$ cat src/rtl/bus_xfer_sequencer.sv
// Bus transfer sequencer: arbitrates the shared 8-bit off-chip bus between the
// PC/MAR/MDR shift registers and the host, moving each value as BYTES byte
// transfers with a four-phase ready handshake per byte.
module bus_xfer_sequencer #(
  parameter int BYTES   = 2,
  parameter int TIMEOUT = 1024
) (
  input  logic       clk,
  input  logic       rst,
  input  logic [3:0] req,
  input  logic       ard_receive_ready,
  input  logic       ard_data_ready,
  output logic [3:0] gnt,
  output logic [3:0] done,
  output logic       busy,
  output logic       bus_pc,
  output logic       bus_mar,
  output logic       bus_mdr,
  output logic       pc_shift_out,
  output logic       mar_shift_out,
  output logic       mdr_shift_out,
  output logic       mdr_shift_in,
  output logic       byte_valid,
  output logic       byte_req,
  output logic       timeout_err
);

  localparam int CNT_W = (BYTES > 1) ? $clog2(BYTES) : 1;
  localparam int TMR_W = (TIMEOUT > 0) ? $clog2(TIMEOUT + 1) : 1;
  localparam logic [CNT_W-1:0] LAST_BYTE = CNT_W'(BYTES - 1);
  localparam logic [TMR_W-1:0] TMR_LIMIT = TMR_W'(TIMEOUT - 1);
  localparam logic [TMR_W-1:0] TMR_MAX   = '1;
  localparam bit               TMO_EN    = (TIMEOUT != 0);

  typedef enum logic [2:0] {
    IDLE,
    SETUP,
    STROBE,
    RELEASE,
    DONE,
    ABORT
  } state_t;

  state_t           state, state_n;
  logic [3:0]       gnt_n;
  logic [CNT_W-1:0] byte_cnt, cnt_n;
  logic [TMR_W-1:0] timer, timer_n, timer_inc;
  logic             awaited;
  logic             expired;
  logic             live_n;

  // The inbound requester (mdr_in) listens to ard_data_ready, every outbound
  // requester listens to ard_receive_ready; the other ready is ignored.
  assign awaited   = gnt[3] ? ard_data_ready : ard_receive_ready;
  assign timer_inc = (timer == TMR_MAX) ? timer : timer + TMR_W'(1);
  assign expired   = TMO_EN && (timer == TMR_LIMIT);
  assign live_n    = (state_n == SETUP) || (state_n == STROBE) || (state_n == RELEASE);

  // Next-state logic: arbitration in IDLE, then the per-byte handshake with timeout.
  always_comb begin
    state_n = state;
    gnt_n   = gnt;
    cnt_n   = byte_cnt;
    timer_n = timer;
    case (state)
      IDLE: begin
        cnt_n   = '0;
        timer_n = '0;
        if (req[1])      gnt_n = 4'b0010;
        else if (req[2]) gnt_n = 4'b0100;
        else if (req[3]) gnt_n = 4'b1000;
        else if (req[0]) gnt_n = 4'b0001;
        else             gnt_n = 4'b0000;
        if (req != 4'b0000) state_n = SETUP;
      end
      SETUP: begin
        if (awaited)      state_n = STROBE;
        else if (expired) state_n = ABORT;
        else              timer_n = timer_inc;
      end
      STROBE: begin
        state_n = RELEASE;
        timer_n = '0;
      end
      RELEASE: begin
        if (!awaited) begin
          if (byte_cnt == LAST_BYTE) begin
            state_n = DONE;
          end else begin
            cnt_n   = byte_cnt + CNT_W'(1);
            timer_n = '0;
            state_n = SETUP;
          end
        end else if (expired) begin
          state_n = ABORT;
        end else begin
          timer_n = timer_inc;
        end
      end
      DONE, ABORT: begin
        state_n = IDLE;
        gnt_n   = 4'b0000;
      end
      default: begin
        state_n = IDLE;
        gnt_n   = 4'b0000;
      end
    endcase
  end

  // State registers plus outputs registered from the next state, so every
  // output is a pure function of the registered state and grant.
  always_ff @(posedge clk or negedge rst) begin
    if (!rst) begin
      state         <= IDLE;
      gnt           <= 4'b0000;
      byte_cnt      <= '0;
      timer         <= '0;
      done          <= 4'b0000;
      busy          <= 1'b0;
      bus_pc        <= 1'b0;
      bus_mar       <= 1'b0;
      bus_mdr       <= 1'b0;
      pc_shift_out  <= 1'b0;
      mar_shift_out <= 1'b0;
      mdr_shift_out <= 1'b0;
      mdr_shift_in  <= 1'b0;
      byte_valid    <= 1'b0;
      byte_req      <= 1'b0;
      timeout_err   <= 1'b0;
    end else begin
      state         <= state_n;
      gnt           <= gnt_n;
      byte_cnt      <= cnt_n;
      timer         <= timer_n;
      done          <= (state_n == DONE) ? gnt_n : 4'b0000;
      busy          <= (state_n != IDLE);
      bus_pc        <= live_n && gnt_n[0];
      bus_mar       <= live_n && gnt_n[1];
      bus_mdr       <= live_n && gnt_n[2];
      pc_shift_out  <= (state_n == STROBE) && gnt_n[0];
      mar_shift_out <= (state_n == STROBE) && gnt_n[1];
      mdr_shift_out <= (state_n == STROBE) && gnt_n[2];
      mdr_shift_in  <= (state_n == STROBE) && gnt_n[3];
      byte_valid    <= (state_n == SETUP) && (gnt_n[2:0] != 3'b000);
      byte_req      <= (state_n == SETUP) && gnt_n[3];
      timeout_err   <= (state_n == ABORT);
    end
  end

endmodule

$ cat config.mk
export PLATFORM = sky130hd
export DESIGN_NAME = bus_xfer_sequencer
export DESIGN_NICKNAME = d
export VERILOG_FILES = /design/src/rtl/bus_xfer_sequencer.sv
export SDC_FILE = /design/constraint.sdc
export NUM_CORES = 1
export LEC_CHECK = 0
export ABC_CLOCK_PERIOD_IN_PS = 2280
export BUFFER_PORTS_ARGS = -buffer_cell sky130_fd_sc_hd__buf_2
export CORE_UTILIZATION = 50
export DETAILED_ROUTE_END_ITERATION = 6
export GPL_TIMING_DRIVEN = 1
export PLACE_DENSITY = 0.84
export RECOVER_POWER = 50
export SYNTH_ARGS = -nofsm -noshare
export SYNTH_HDL_FRONTEND = slang
export SYNTH_SLANG_ARGS = --single-unit
$ cat constraint.sdc
create_clock -name clk -period 2.28 [get_ports clk]
set_input_delay 0.456 -clock clk [delete_from_list [all_inputs] [get_ports clk]]
set_output_delay 0.456 -clock clk [all_outputs]
set_load 0.005 [all_outputs]
* Word level (Yosys, flattened, before mapping)
Index checks and enable logic that the tools add are counted.
** Storage, ports and cells
- Flip-flop bits (word level) :: 34
- Bits in latches :: 0
- Memory bits (writable) :: 0
- Bits in read-only memories :: 0
- Bits of input ports :: 8
- Output and inout bits :: 19
- Memories kept :: 0
** Operators by class
- Add/subtract/negate cells :: 2
- Multipliers :: 0
- Divide/modulo/power cells :: 0
- Order comparisons :: 0
- Equal/unequal tests :: 13
- Shifts and indexed selects :: 0
- Mux-type cells :: 22
- Bitwise operators :: 0
- Reductions and logical operators :: 21
** Operators by type and width (number)
- two-way mux 11 bit :: 5
- one-hot mux 11 bit (3 select lines) :: 1
- two-way mux 4 bit :: 4
- two-way mux 3 bit :: 5
- equality test 3 x 2 -> 1 bit, second input constant :: 4
- one-hot mux 3 bit (4 select lines) :: 1
- adder 11 x 1 -> 11 bit, second input constant :: 1
- equality test 11 x 10 -> 1 bit, second input constant :: 1
- equality test 11 bit, second input constant :: 1
- logical AND 1 bit :: 9
- nonzero test 3 bit :: 3
- one-hot mux 4 bit (2 select lines) :: 1
- equality test 3 x 1 -> 1 bit, second input constant :: 2
- equality test 3 bit, second input constant :: 2
- two-way mux 1 bit :: 4
- inequality test 2 bit, second input constant :: 2
- nonzero test 4 bit :: 1
- logical NOT 3 bit :: 1
- inequality test 3 bit, second input constant :: 1
- AND reduction 3 bit :: 1
- OR reduction 3 bit :: 1
- logical OR 1 bit :: 2
- one-hot mux 1 bit (2 select lines) :: 1
- AND reduction 2 bit :: 1
- 3 further kinds :: 3

* Logic depth before layout (Yosys ltp)
- Depth after elaboration :: 8
- Mapped depth :: 7
- Gate-level depth less buffers :: 6

* Least setup slack after synthesis
Ideal clock, no wire load.
- Path type :: register -> register
- Start point :: register timer[0]
- End point :: register busy
- Setup time :: 0.131 ns
- Arrival time :: 1.717 ns
- Required time :: 2.149 ns
- Slack :: 0.432 ns
- Stages on the path, launching flop included :: 6
- Buffers on the path :: 0
- Cells stage by stage :: dfrtp_1 > ha_1 > nand3_1 > or3_4 > o31a_4 > or3_1
** On the way
- Cells in the longest elaborated chain, start to end :: 5
** Ends and longest elaborated chain
- start, declared :: RTL line 47 : logic [TMR_W-1:0] timer, timer_n, timer_inc;
- start signal, assigned :: RTL line 135 : timer <= timer_n;
- equality test 11 x 10 -> 1 bit * :: RTL line 56 : assign expired = TMO_EN && (timer == TMR_LIMIT);
- two-way mux 3 bit * :: RTL line 78, 94
- two-way mux 3 bit, on equally long branches :: RTL line 86, 77
- one-hot mux 3 bit (4 select lines) * :: RTL line 65 : case (state)
- named net state_n[1] :: RTL line 44 : state_t state, state_n;
- nonzero test 3 bit * :: RTL line 137 : busy <= (state_n != IDLE);
- end signal, assigned :: RTL line 137
- end, declared :: RTL line 15 : output logic busy,
Mark *: on every way through the listed nets, which the timed path passes. The rest lies on a longest branch.
A chain may end at the register's enable or synchronous reset.

* Final worst setup path
Same ends and word-level chain as after synthesis.

==> impl_metrics.ini <==
[routing]
wire_per_inst_um = 14.21
post-route-drc-count = 0
per_cell_via_count_in_the_routed_design = 5.579
finalWirelength_mm = 3.311
first_pass_iters = 4
drtIter0Drc = 49
ant_nets = 0
dr_total_vias = 1300

[global_route]
track_usage_pct = 21.76
initial_antenna_violation_count = 0
largest_net_degree_at_the_start_of_global_routing = 35
overflow = 0
grt_pass1_vias = 1255
grt_pass1_wl_mm = 5.589

[timing]
max_slew.worst_pin.slew_ns = 1.729
report.final.slew_viol_count = 35
hold_slack_ns = 0.4185
clock.fmax_mhz = 502.2
fin_crit_sh_pct = 87.33
worst_case_headroom_to_the_max_slew_limit_pct = -15.30
finalWorstPathRequiredPeriod_ns = 1.991
grt_setup_unrepaired = no
hold_viol = 0
setup-violations-final = 0
final.setup_skew_ns = 0.006862
fin_setup_tns_ns = 0

[clock_tree]
ctsLongestPathBuffers = 2
worst_skew_pair.late_latency_ns = 0.33
cts.clk_slew.worst_paths_ns = 0.10
cts.htree.levels = 2
tritoncts_num_sinks = 34
cts_hold_repair.buffers = 0
cts_setup_buffers = 0
cts_tree = done
clk_root_buffer_cell = sky130_fd_sc_hd__clkbuf_4
inserted_clock_buffers = 5
post_cts_resize_count = 0

[logic_synthesis]
synth_cell_type_count = 40
syn_avg_cell_area_um2 = 10.54
synth-warning-count = 0
synth-edff-count = 0
synth_nets = 168
synth_ff_type = sky130_fd_sc_hd__dfrtp_1
asyncSetResetFlopFracSynth_pct = 100.0
synth_seq_cells = 34
synth.yosys.seq_area_share_pct = 50.75
mappedNetlistArea_um2 = 1677
netlist_instances = 159

[finish]
design.final.nets = 197
layout-drive-gt1-share_pct = 22.75
total_area_of_multi_input_combinational_cells_um2 = 773.2
syn2layout_area_growth_pct = 13.81
final_layout_fill_cell_count = 258
final-seq-area_um2 = 850.8
utilization_pct = 61.00
diodes = 0

[die]
die_h_um = 59.91
core.rowCount = 20
die-area_um2 = 3589
die_width_um = 59.91
initial_utilization_pct = 53.60
design.core.area_um2 = 3128
io_pins = 27

[power_and_ir_drop]
power_switching_share_pct = 40.23
p_int_mw = 1.238
irDropWorstVdd_mv = 0.4890
static-leakage-power_nw = 0.9083
power.net_switching_mw = 0.8333
combinationalPowerShare_pct = 40.8
seqPwrFrac_pct = 42.6
powerDensity_nw_per_um2 = 1086
clock_power_share_pct = 16.6

[place]
routabilityCongestion = 0.8255
numPortBuffers = 26
dp_hpwl_mm = 2.386

[setup_path]
crit_arrival_ns = 2.20
critical_path.max_fanout = 7
cp-start-kind = flop
setup.worst_path.end_class = flop
required_time_worst_endpoint_ns = 2.49
setup.worst_path.class = flop to flop

[status]
failed_checks = capacitance limit, slew limit
run_status = finished with violations

[flow_run]
timing.max_cap.violations = 1

[hold_path]
hold_class = input port to flop
registers in the layout, indices dropped and copies added, names as in the netlist, 3 cells and up:
name and cells:
done 4, gnt 4, state 3, timer 11
routing by layer:
metal  GRT usage, %  wire length (µm)  share of wire, %
met4          10.30                76               2.3
met2          37.14              1662                50
met3          5.628               146               4.4
met1          25.39              1424                43
met5              0                 0                 0
cell type report:
| class | instances | share of cell area, % |
|---|---|---|
| clock buffer | 7 | 2.885 |
| clock inverter | 1 | 0.2623 |
| inverter | 8 | 1.574 |
| multi-input combinational | 111 | 40.52 |
| sequential | 34 | 44.59 |
| tap | 44 | 2.885 |
| timing repair buffer | 28 | 7.279 |
power groups by stage:
stage,clock (mW),sequential [mW],combinational (mW)
finish,0.343,0.882,0.845
global route,0.374,0.910,0.955
CTS,0.352,0.880,0.861
detailed placement,0,0.893,0.858
global placement,0,0.874,0.820
floorplan,0,0.826,0.667
synth_stat cells, types with 2 or more instances:
cell type,number,area share [%]
sky130_fd_sc_hd__a21oi_1,2,0.60
sky130_fd_sc_hd__o21ai_0,16,4.8
sky130_fd_sc_hd__o21bai_1,7,3.1
sky130_fd_sc_hd__a21o_1,2,0.90
sky130_fd_sc_hd__and3_1,3,1.1
sky130_fd_sc_hd__clkbuf_1,5,1.1
sky130_fd_sc_hd__a211oi_1,2,0.90
sky130_fd_sc_hd__mux2_2,2,1.3
sky130_fd_sc_hd__nand4_1,2,0.75
sky130_fd_sc_hd__mux2i_1,9,5.4
sky130_fd_sc_hd__nor2b_1,3,1.1
sky130_fd_sc_hd__dfrtp_1,34,51
sky130_fd_sc_hd__nor2_1,18,4.0
sky130_fd_sc_hd__nor4_1,5,1.9
sky130_fd_sc_hd__and4_1,3,1.6
sky130_fd_sc_hd__inv_1,8,1.8
sky130_fd_sc_hd__nand3_1,5,1.5
sky130_fd_sc_hd__nand2_1,10,2.2
sky130_fd_sc_hd__nor3_1,2,0.60
through the flow:
stage | power (mW) | setup slack (ns) | instance area [µm²] | std cells
floorplan | 1.492 | 0.4322 | 1677 | 159
global placement | 1.694 | 0.3715 | 1854 | 225
detailed placement | 1.752 | 0.2987 | 1854 | 225
CTS | 2.093 | 0.2807 | 1914 | 233
global route | 2.239 | 0.1714 | 1908 | 233
finish | 2.071 | 0.2888 | 1908 | 233
critical path: stages, from the launching register on:
cell	delay, ns
sky130_fd_sc_hd__dfrtp_1	0.40
sky130_fd_sc_hd__ha_1	0.18
sky130_fd_sc_hd__nand3_1	0.20
sky130_fd_sc_hd__or3_4	0.47
sky130_fd_sc_hd__o31a_4	0.31
sky130_fd_sc_hd__or3_1	0.32
layout by cell type, fill, tap and decap left out, types with 2 or more instances in the layout:
cell / netlist / routed
sky130_fd_sc_hd__a211oi_1: 2 / 2
sky130_fd_sc_hd__a21o_1: 2 / 2
sky130_fd_sc_hd__a21oi_1: 2 / 2
sky130_fd_sc_hd__and3_1: 3 / 3
sky130_fd_sc_hd__and4_1: 3 / 3
sky130_fd_sc_hd__buf_2: 0 / 21
sky130_fd_sc_hd__buf_4: 0 / 2
sky130_fd_sc_hd__clkbuf_1: 5 / 6
sky130_fd_sc_hd__clkbuf_4: 0 / 5
sky130_fd_sc_hd__dfrtp_1: 34 / 34
sky130_fd_sc_hd__inv_1: 8 / 8
sky130_fd_sc_hd__mux2_2: 2 / 2
sky130_fd_sc_hd__mux2i_1: 9 / 9
sky130_fd_sc_hd__nand2_1: 10 / 10
sky130_fd_sc_hd__nand3_1: 5 / 5
sky130_fd_sc_hd__nand4_1: 2 / 2
sky130_fd_sc_hd__nor2_1: 18 / 18
sky130_fd_sc_hd__nor2b_1: 3 / 3
sky130_fd_sc_hd__nor3_1: 2 / 2
sky130_fd_sc_hd__nor4_1: 5 / 5
sky130_fd_sc_hd__o21ai_0: 16 / 16
sky130_fd_sc_hd__o21bai_1: 7 / 7
final timing paths:
path | from | cells after the start | to | slack [ns]
min | ard_data_ready | 2 | mdr_shift_in$_DFF_PN0_ | 0.42
max reg2reg | timer[0]$_DFFE_PN0P_ | 5 | busy$_DFF_PN0_ | 0.29
min in group asynchronous | rst | 1 | mdr_shift_out$_DFF_PN0_ | 0.56
max | timer[0]$_DFFE_PN0P_ | 5 | busy$_DFF_PN0_ | 0.29
min reg2reg | gnt[0]$_DFF_PN0_ | 1 | pc_shift_out$_DFF_PN0_ | 0.57
max in group asynchronous | rst | 1 | timer[1]$_DFFE_PN0P_ | 0.72
cells by family after synthesis:
family | share of synthesized area [%]
AO/OA/AOI/OAI | 14.55
adder cells (fa/ha/maj) | 0.7461
buffers and inverters | 3.134
flip-flops | 50.75
multiplexers | 9.776
AND/OR/NAND/NOR | 21.05
No activity file was read; power rests on OpenSTA's default activity.
